File: src/rtl/mem_access_unit.sv
// rtl/mem_access_unit.sv - load/store unit between a single-access request port and word-addressed data memory
module mem_access_unit #(
  parameter logic [31:0] BASE_ADDR   = 32'h1001_0000,
  parameter int          DEPTH_WORDS = 2048
) (
  input  logic        clk,
  input  logic        rst_n,
  input  logic        req,
  input  logic        we,
  input  logic [2:0]  op,
  input  logic [31:0] addr,
  input  logic [31:0] wdata,
  output logic        busy,
  output logic        done,
  output logic        err,
  output logic [31:0] rdata,
  output logic        dm_w,
  output logic        dm_r,
  output logic [1:0]  special_store_signal,
  output logic [10:0] dm_addr,
  output logic [31:0] dm_wdata,
  input  logic [31:0] dm_rdata
);

  typedef enum logic [1:0] {
    IDLE   = 2'd0,
    ACCESS = 2'd1,
    RESP   = 2'd2
  } state_t;

  localparam logic [31:0] DEPTH_LIM = 32'(DEPTH_WORDS);

  localparam logic [2:0] OP_W  = 3'd0;
  localparam logic [2:0] OP_HS = 3'd1;
  localparam logic [2:0] OP_HU = 3'd2;
  localparam logic [2:0] OP_BS = 3'd3;
  localparam logic [2:0] OP_BU = 3'd4;

  state_t      state_q, state_d;
  logic        we_q;
  logic [2:0]  op_q;
  logic        err_q;
  logic [10:0] dm_addr_q;
  logic [31:0] wdata_q;
  logic [31:0] rdata_q;

  logic [31:0] off;
  logic        reject;
  logic [31:0] load_ext;

  // Decode the incoming request: offset from the memory base and every reason to refuse it.
  always_comb begin
    off    = addr - BASE_ADDR;
    reject = 1'b0;
    if (op > OP_BU) begin
      reject = 1'b1;
    end
    if ((op == OP_W) && (off[1:0] != 2'b00)) begin
      reject = 1'b1;
    end
    if (((op == OP_HS) || (op == OP_HU)) && off[0]) begin
      reject = 1'b1;
    end
    if ({2'b00, off[31:2]} >= DEPTH_LIM) begin
      reject = 1'b1;
    end
  end

  // Extend the memory word according to the captured load size; memory returns sub-words in the low bits.
  always_comb begin
    load_ext = dm_rdata;
    case (op_q)
      OP_HS:   load_ext = {{16{dm_rdata[15]}}, dm_rdata[15:0]};
      OP_HU:   load_ext = {16'h0000, dm_rdata[15:0]};
      OP_BS:   load_ext = {{24{dm_rdata[7]}}, dm_rdata[7:0]};
      OP_BU:   load_ext = {24'h00_0000, dm_rdata[7:0]};
      default: load_ext = dm_rdata;
    endcase
  end

  // State register.
  always_ff @(posedge clk) begin
    if (!rst_n) begin
      state_q <= IDLE;
    end else begin
      state_q <= state_d;
    end
  end

  // Next state: rejected requests skip the memory cycle and go straight to the response.
  always_comb begin
    state_d = state_q;
    case (state_q)
      IDLE: begin
        if (req) begin
          state_d = reject ? RESP : ACCESS;
        end
      end
      ACCESS:  state_d = RESP;
      RESP:    state_d = IDLE;
      default: state_d = IDLE;
    endcase
  end

  // Request capture and load result; the word index only moves for accepted accesses.
  always_ff @(posedge clk) begin
    if (!rst_n) begin
      we_q      <= 1'b0;
      op_q      <= OP_W;
      err_q     <= 1'b0;
      dm_addr_q <= 11'd0;
      wdata_q   <= 32'd0;
      rdata_q   <= 32'd0;
    end else begin
      if ((state_q == IDLE) && req) begin
        we_q    <= we;
        op_q    <= op;
        wdata_q <= wdata;
        err_q   <= reject;
        if (!reject) begin
          dm_addr_q <= off[12:2];
        end
      end
      if ((state_q == ACCESS) && !we_q) begin
        rdata_q <= load_ext;
      end
    end
  end

  // Size select seen by memory, only meaningful while the access is on the bus.
  always_comb begin
    special_store_signal = 2'b00;
    if (state_q == ACCESS) begin
      case (op_q)
        OP_HS, OP_HU: special_store_signal = 2'b01;
        OP_BS, OP_BU: special_store_signal = 2'b10;
        default:      special_store_signal = 2'b00;
      endcase
    end
  end

  assign busy     = (state_q != IDLE);
  assign done     = (state_q == RESP);
  assign err      = (state_q == RESP) && err_q;
  assign dm_r     = (state_q == ACCESS) && !we_q;
  assign dm_w     = (state_q == ACCESS) && we_q;
  assign dm_addr  = dm_addr_q;
  assign dm_wdata = wdata_q;
  assign rdata    = rdata_q;

endmodule
File: config.mk
export PLATFORM = sky130hd
export DESIGN_NAME = mem_access_unit
export DESIGN_NICKNAME = d
export VERILOG_FILES = /design/src/rtl/mem_access_unit.sv
export SDC_FILE = /design/constraint.sdc
export NUM_CORES = 1
export LEC_CHECK = 0
export BUFFER_PORTS_ARGS = -buffer_cell sky130_fd_sc_hd__buf_2
export CORE_MARGIN = 5
export CORE_UTILIZATION = 48
export DETAILED_ROUTE_END_ITERATION = 8
export PLACE_DENSITY_LB_ADDON = 0.05
export SLEW_MARGIN = 15
export SYNTH_ARGS = -nofsm -noshare
export SYNTH_HDL_FRONTEND = slang
export SYNTH_SLANG_ARGS = --single-unit
export TNS_END_PERCENT = 30
File: constraint.sdc
create_clock -name clk -period 4.05 [get_ports clk]
set_input_delay 1.0125 -clock clk [delete_from_list [all_inputs] [get_ports clk]]
set_output_delay 1.0125 -clock clk [all_outputs]
set_load 0.01 [all_outputs]
Word level (Yosys, flattened, before mapping)

Cells that the tools add are included.

Add/subtract/negate cells: 1
Multipliers: 0
Div/mod/pow operators: 0
Order comparisons: 2
Equality and inequality tests: 9
Shift-type cells: 0
Muxes and demuxes: 10
Bitwise operators: 1
Reduce and logical (&&, ||, !) cells: 15

Operators by type and width:

| operator                                                            | number |
|---|---|
| one-hot mux 32 bit (4 select lines)                                 | 1 |
| subtractor 32 x 29 -> 32 bit, second input constant                 | 1 |
| greater-or-equal comparator 30 x 12 -> 1 bit, second input constant | 1 |
| equality test 3 x 2 -> 1 bit, second input constant                 | 3 |
| one-hot mux 2 bit (2 select lines)                                  | 2 |
| equality test 3 x 1 -> 1 bit, second input constant                 | 2 |
| logical AND 1 bit                                                   | 6 |
| two-way mux 2 bit                                                   | 3 |
| two-way mux 1 bit                                                   | 4 |
| nonzero test 2 bit                                                  | 2 |
| OR reduction 2 bit                                                  | 2 |
| equality test 3 bit, second input constant                          | 1 |
| > comparator 3 bit, second input constant                           | 1 |
| zero test 3 bit                                                     | 1 |
| equality test 2 x 1 -> 1 bit, second input constant                 | 1 |
| equality test 2 bit, second input constant                          | 1 |
| zero test 2 bit                                                     | 1 |
| != test 2 bit, second input constant                                | 1 |
| AND reduction 2 bit                                                 | 1 |
| zero test 1 bit                                                     | 1 |
| logical OR 1 bit                                                    | 1 |
| NOT 1 bit                                                           | 1 |

Flip-flop bits (word level): 82
Bits in latches: 0
Memory bits (writable): 0
Memory bits (read-only): 0
Input bits: 103
Logic and storage cells: 45
Memories kept: 0

Depth between registers and ports, before layout

Gate-level depths: netlist of the first run.

Depth in word-level cells: 9
Depth in mapped cells: 6
Mapped depth without buffers: 5

Worst setup path after synthesis of the first run

Ideal clock, no wire load.

Kind: input-to-reg
Start: input addr[27]
End: register dm_addr_q[10], in the netlist dm_addr[10]
Arrival time: 2.545 ns
Path slack: 1.433 ns
Stages: 6
Path buffers: 1
Path through: or4b_4 > nor3_2 > nand3_2 > a2111oi_4 > buf_6 > mux2i_1

Word-level cells in the longest chain between the ends: 5

Ends and longest elaborated chain:

| element                                      | line | source |
|---|---|---|
| start, declared                              | 11   | `input logic [31:0] addr,` |
| subtractor 32 x 29 -> 32 bit                 | 53   | `off = addr - BASE_ADDR;` |
| greater-or-equal comparator 30 x 12 -> 1 bit | 64   | `if ({2'b00, off[31:2]} >= DEPTH_LIM) begin` |
| two-way mux 1 bit                            | 64   |  |
| NOT 1 bit (no line)                          | -    |  |
| AND reduction 2 bit (no line)                | -    |  |
| end signal, assigned                         | 121  | `dm_addr_q <= off[12:2];` |
| end, declared                                | 43   | `logic [10:0] dm_addr_q;` |

No other way between the ends.
A chain may end at the register's enable or synchronous reset.

Worst setup path after layout of the first run

Start: register op_q[1]
End: output special_store_signal[1]

Word-level cells in the longest chain between the ends: 4

Ends and longest elaborated chain:

| element                                              | line | source |
|---|---|---|
| start, declared                                      | 41   | `logic [2:0] op_q;` |
| start signal, assigned                               | 117  | `op_q <= op;` |
| equality test 3 x 2 -> 1 bit (tied with other cells) | 134  | `case (op_q)` |
| OR reduction 2 bit                                   | 134  |  |
| one-hot mux 2 bit (2 select lines) *                 | 134  |  |
| two-way mux 2 bit *                                  | 133  | `if (state_q == ACCESS) begin` |
| end, declared                                        | 19   | `output logic [1:0] special_store_signal,` |

Every way passes the cells marked *; elsewhere a longest branch is shown, timed or not.

==> results of run 1 <==
per-stage QoR:
stage	total power (µW)	std cells	instance area (µm²)	setup WS, ns
final	1690	687	4590	1.22
after CTS	1710	687	4580	1.24
after global routing	1770	687	4590	1.10
after floorplan	957	411	3410	1.43
after global placement	1040	672	4360	1.25
after detailed placement	1050	672	4360	1.22
report_power, final:
group	switching (µW)	leakage (µW)	total [µW]	internal [µW]
combinational	104	0.00142	188	84.2
sequential	11.9	0.000667	839	828
clock	281	0.000108	659	378
total	397	0.00220	1690	1290
area by class of cell:
| cell class | instances | share of cell area (%) |
|---|---|---|
| flip-flops and latches | 82 | 35.8 |
| repair buffers | 190 | 21.0 |
| multi-input cells | 297 | 35.1 |
| inverters | 7 | 0.572 |
| well taps | 96 | 2.62 |
| clock inverters | 4 | 1.64 |
| clock buffers | 11 | 3.30 |
synth_stat cells, types with 3 or more instances:
library cell and number:
and2_1 3, clkbuf_1 18, mux2i_1 11, inv_1 7, a21boi_0 45, nor3_1 4, nor2b_1 3, nor4_1 3
nand2b_1 3, o21ai_0 28, nor2_1 9, a21oi_1 28, nand2_1 137, dfxtp_1 82
state kept, by name (all words and copies together), names as in the netlist:
name and count:
we_q 1, err_q 1, op_q 3, state_q 2, rdata 32, dm_addr 11, dm_wdata 32
worst max-delay path: cells and delay by family (launching register included):
family	cells	cell delay, ns
and+or+nand+nor	2	0.24
AOI/OAI and AO/OA	1	0.61
DFF	1	0.46
buffers and inverters	1	0.18
metal layers:
metal  vias up  share of wire, %
met5         -                 0
met4         0               1.2
met3         7                10
met2       126                49
met1      1528                40
li1       1723                 -
placed cells by master, fill, tap and decap left out, types with 2 or more instances in the layout:
master,instances
nor4_1,3
nand2_1,137
and2_1,3
clkinvlp_4,2
nand2b_1,3
or4_1,2
mux2i_1,11
a21boi_0,45
nor2b_1,3
inv_1,7
buf_4,6
buf_2,184
nor2_1,9
bufinv_16,2
a21oi_1,28
o41ai_1,2
nand4_1,2
dfxtp_1,82
o21ai_0,28
nor3_1,4
clkbuf_8,11
kinds of logic (layout without fill, tap and decap cells):
kind of cell	Yosys count	in the layout	share of synthesized area, %
and+or+nand+nor	173	173	21.8
AOI/OAI and AO/OA	109	109	20.9
DFF	82	82	48.2
buffers and inverters	32	212	4.81
muxes	12	12	3.56
xor gates and xnor gates	3	3	0.771
path summary, 6_finish.rpt:
kind / start / end / slack, ns / cells after the start
min: dm_addr[10] / dm_addr[10] / 0.46 / 2
max: op_q[1] / special_store_signal[1] / 1.22 / 4
min reg2reg: dm_addr[10] / dm_addr[10] / 0.46 / 2
max reg2reg: state_q[1] / rdata[10] / 2.24 / 4
==> summary.md, run 1 <==
| Metric | Value |
|---|---|
| WP data required | 3.04 ns |
| Number of nets with antenna violations after routing | 0 |
| # fillers | 624 |
| Synth area leaders | dfxtp_1, nand2_1, a21boi_0, a21oi_1, o21ai_0 |
| Post-synthesis sequential area ratio | 48.2% |
| GRT Total Usage | 20.6% |
| Max-cap violation count | 0 |
| Worst setup path class | reg -> out |
| Core region area | 6870 µm² |
| Vias in the first global route | 3248 |
| First-pass GRT wire length | 14600 µm |
| Drt pass-1 iters | 4 |
| Yosys top cell by area | dfxtp_1 |
| Register bit total from synthesis | 82 |
| Syn Std Cell Area | 3410 µm² |
| Gr busiest metal | met2 |
| Clock sink count | 82 |
| DR vias | 3384 |
| Post-synth EDFFs | 0 |
| Final WL | 9430 µm |
| Die area | 8890 µm² |
| # DRC | 0 |
| Max Clock Freq | 353 MHz |
| CTS root buf | clkbuf_8 |
| Critical path startpoint category | flip-flop |
| Antenna violations before repair | 0 |
| Core Util, Final | 66.8% |
| Setup TNS | 0 ns |
| RePlAce Congestion | 0.839 |
| Most used DFF post-synth | dfxtp_1 |
| Worst Path Arrival | 1.82 ns |
| Max H-tree Level | 3 |
| Leak | 0.00220 µW |
| Largest net degree at the start of global routing | 59 |
| Vias per std cell | 4.93 |
| Met2 GRT Util | 35.2% |
| Met1 global-route usage | 24.3% |
| Final #Nets | 690 |
| CTS tree | built |
| # IOs | 185 |
| Syn_nets | 514 |
| Post-DP HPWL | 6960 µm |
| Status | finished, final reports clean |
| Hold Fails Final Rpt | 0 |
| Crit path top cell by count | nor2_1 |
| Slowest-stage cell, CP | a21oi_1 |
| DR iter-0 viols | 84 |
| Layout cells sized above 1 | 36.2% |
| Element type at the critical path end | output port |
| Tcrit/Tclk final | 69.9% |
| Chip width | 94.3 µm |
| Quantity of gates resized following cts | 0 |
| Hold Crit Class | reg -> reg |
| Asr flop ratio synth | 0% |
| Worst-path clk slew | 0.08 ns |
| Mean routed wirelength per cell | 13.7 µm |
| Initial core utilization | 49.6% |
| CP cell instances | nor2_1, a21oi_1, nor2_1, buf_2 |
| Register Area | 1640 µm² |
| Hold WS | 0.456 ns |
| Clock Latency Late Sink | 0.34 ns |
| Worst-case clock buffer depth | 2 |
| Yosys top cell area share | 48.2% |
| Average footprint of a synthesized cell | 8.29 µm² |
| Die Height | 94.3 µm |
| Cells after Synth | 411 |
| Worst path max stage delay | 0.61 ns |
| Critical Path Fanout Max | 9 |
| GRT overflow | 0 |
| Setup violators final | 0 |
| N_diodes | 0 |
| Core Rows | 30 |
| Area grow syn2layout | 34.7% |
| IO buf count | 184 |
| Unrepaired setup endpoints after global routing | no |
| Post-CTS setup buffers | 0 |
| Num CTS Buffers | 9 |
| Ys Warns | 0 |
| Met3 usage | 6.41% |
| Worst VDD drop | 224 µV |
| Setup Skew | 0.0108 ns |
| Least-Margin Pin Slew | 0.721 ns |
| Yosys cell types | 38 |
| Max Slew Vio Count | 0 |
| Cts hold-fix bufs | 0 |
| Crit path time final | 2.83 ns |
| Worst rel slew slack | 52.0% |
| Multi-input logic area | 1610 µm² |
| Power Dens Cells | 367 nW/µm² |
No activity file was read; power rests on OpenSTA's default activity.
==> run 2: changes to the inputs <==
--- a/config.mk
+++ b/config.mk
@@ -7,7 +7,7 @@
 export LEC_CHECK = 0
 export BUFFER_PORTS_ARGS = -buffer_cell sky130_fd_sc_hd__buf_2
 export CORE_MARGIN = 5
-export CORE_UTILIZATION = 48
+export CORE_UTILIZATION = 45
 export DETAILED_ROUTE_END_ITERATION = 8
 export PLACE_DENSITY_LB_ADDON = 0.05
 export SLEW_MARGIN = 15
==> constraint.sdc (replaced) <==
create_clock -name clk -period 2.8 [get_ports clk]
set_input_delay 0.7 -clock clk [delete_from_list [all_inputs] [get_ports clk]]
set_output_delay 0.7 -clock clk [all_outputs]
set_load 0.01 [all_outputs]
==> run 2 against run 1 <==
Compared with the run above: utilization decreased by 3.7 points; global-route usage decreased by 0.64 points; cell count increased by 1.0%; power increased by 48%; clock power increased by 52%; hold slack improved by 0.0037 ns; sequential power increased by 45%; register-to-register slack got worse by 1.2 ns; critical path depth unchanged; sequential cell count unchanged; via count decreased by 0.38%; combinational power increased by 48%; critical endpoint is now dm_r; largest cell class unchanged; highest routed layer unchanged.
==> summary.md, run 2 (synthesis gave the netlist of run 1 again) <==
| Metric | Value |
|---|---|
| Status | finished, final reports clean (unchanged) |
| Power Dens Cells | 539 nW/µm² (was 367 nW/µm²) |
| First-pass GRT wire length | 15800 µm (was 14600 µm) |
| Post-DP HPWL | 6970 µm (was 6960 µm) |
| RePlAce Congestion | 0.862 (was 0.839) |
| Antenna violations before repair | 0 (unchanged) |
| Crit path top cell by count | nand2b_1 (was nor2_1) |
| Element type at the critical path end | output port (unchanged) |
| N_diodes | 0 (unchanged) |
| Tcrit/Tclk final | 83.3% |
| Multi-input logic area | 1600 µm² (was 1610 µm²) |
| Leak | 0.00222 µW (was 0.00220 µW) |
| Max Slew Vio Count | 0 (unchanged) |
| # fillers | 683 (was 624) |
| Final WL | 9430 µm (unchanged) |
| Max Clock Freq | 429 MHz |
| Number of nets with antenna violations after routing | 0 (unchanged) |
| Worst setup path class | reg -> out (unchanged) |
| Drt pass-1 iters | 6 (was 4) |
| Max H-tree Level | 3 (unchanged) |
| Unrepaired setup endpoints after global routing | no (unchanged) |
| WP data required | 2.10 ns (was 3.04 ns) |
| R2r setup slk | 1.01 ns (was 2.24 ns) |
| Hold Fails Final Rpt | 0 (unchanged) |
| Mean routed wirelength per cell | 13.6 µm (was 13.7 µm) |
| CTS root buf | clkbuf_8 (unchanged) |
| Worst path max stage delay | 0.40 ns (was 0.61 ns) |
| Layout cells sized above 1 | 36.1% (was 36.2%) |
| Worst-case clock buffer depth | 2 (unchanged) |
| Hold Crit Class | reg -> reg (unchanged) |
| Chip width | 97.0 µm (was 94.3 µm) |
| Hold WS | 0.460 ns (was 0.456 ns) |
| Commonest non-fill, non-tap cell in the layout | buf_2 (unchanged) |
| Initial core utilization | 46.5% (was 49.6%) |
| Crit. Startpoint | state_q[1] (was op_q[1]) |
| Clock sink count | 82 (unchanged) |
| Critical path's top delay family | simple AND/OR/NAND/NOR gates (was compound AO/OA/AOI/OAI gates) |
| GRT Total Usage | 20.0% (was 20.6%) |
| # DRC | 0 (unchanged) |
| Vias in the first global route | 3363 (was 3248) |
| Core Rows | 31 (was 30) |
| GRT overflow | 0 (unchanged) |
| Worst VDD drop | 336 µV (was 224 µV) |
| Worst Path Arrival | 1.63 ns (was 1.82 ns) |
| Setup violators final | 0 (unchanged) |
| Setup Skew | 0.00910 ns (was 0.0108 ns) |
| Worst rel slew slack | 54.7% (was 52.0%) |
| Crit path time final | 2.33 ns |
| Hold_sp | dm_wdata[29] (was dm_addr[10]) |
| Worst r2r src | state_q[1] (unchanged) |
| Final #Nets | 693 (was 690) |
| Area grow syn2layout | 35.8% (was 34.7%) |
| Critical Path Fanout Max | 11 (was 9) |
| Clock Latency Late Sink | 0.34 ns (about the same) |
| DR iter-0 viols | 107 (was 84) |
| Setup TNS | 0 ns (unchanged) |
| Die Height | 97.0 µm (was 94.3 µm) |
| Max-cap violation count | 0 (unchanged) |
| Die area | 9410 µm² (was 8890 µm²) |
| CTS tree | built (unchanged) |
| Most frequent cells in the layout | buf_2, nand2_1, dfxtp_1 (unchanged) |
| Critical path startpoint category | flip-flop (unchanged) |
| # IOs | 185 (unchanged) |
| Post-CTS setup buffers | 0 (unchanged) |
| Vias per std cell | 4.86 (was 4.93) |
| Worst-path clk slew | 0.07 ns (was 0.08 ns) |
| Register Area | 1640 µm² (unchanged) |
| Num CTS Buffers | 9 (unchanged) |
| Least-Margin Pin Slew | 0.677 ns (was 0.721 ns) |
| Slowest-stage cell, CP | nand2b_1 (was a21oi_1) |
| Cts hold-fix bufs | 0 (unchanged) |
| Largest net degree at the start of global routing | 94 (was 59) |
| Bufs and invs on worst path | 2 (was 1) |
| IO buf count | 184 (unchanged) |
| Quantity of gates resized following cts | 0 (unchanged) |
| DR vias | 3371 (was 3384) |
| Core region area | 7330 µm² (was 6870 µm²) |
| CP cell instances | nand2b_1, nand2b_1, inv_1, buf_2 (was nor2_1, a21oi_1, nor2_1, buf_2) |
-- run 2: report_power, final --
part | internal, µW | switching [µW] | leakage (µW)
registers | 1200 | 18.0 | 0.000667
logic | 128 | 150 | 0.00144
clock network | 592 | 408 | 0.000114
total | 1920 | 576 | 0.00222
-- run 2: metal layers --
metal	vias up	wire length, µm	share of wire [%]	GRT usage (%)
met5	-	0	0	0
li1	1724	-	-	-
met4	0	165	1.8	7.45
met2	126	4420	47	33.1
met1	1508	3960	42	23.8
met3	13	873	9.3	6.91
-- run 2: layout make-up --
type / count / area share [%]
multi-input combinational: 297 / 34.6
tap: 99 / 2.68
clock buffer: 11 / 2.84
inverter: 7 / 0.568
clock inverter: 5 / 2.22
timing repair buffer: 193 / 21.6
sequential: 82 / 35.5
-- run 2: path summary, 6_finish.rpt --
kind	endpoint	depth (start not counted)
max	dm_r	4
min	dm_wdata[29]	2
max reg2reg	rdata[13]	4
min reg2reg	dm_wdata[29]	2
-- run 2: tightest hold or removal path, stage by stage (launching register included) --
cell and delay [ns]:
dfxtp_1 0.31, nand2_1 0.04, a21boi_0 0.06
-- run 2: through the flow --
| step | cell area [µm²] | power (µW) | setup slack, ns | utilization (%) | cells |
|---|---|---|---|---|---|
| final | 4630 | 2490 | 0.467 | 63.2 | 694 |
| after global placement | 4400 | 1520 | 0.335 | 60.0 | 678 |
| after detailed placement | 4400 | 1520 | 0.286 | 60.0 | 678 |
| after global routing | 4630 | 2610 | 0.294 | 63.2 | 694 |
| after floorplan | 3410 | 1380 | 0.496 | - | 411 |
| after CTS | 4630 | 2520 | 0.412 | 63.2 | 694 |
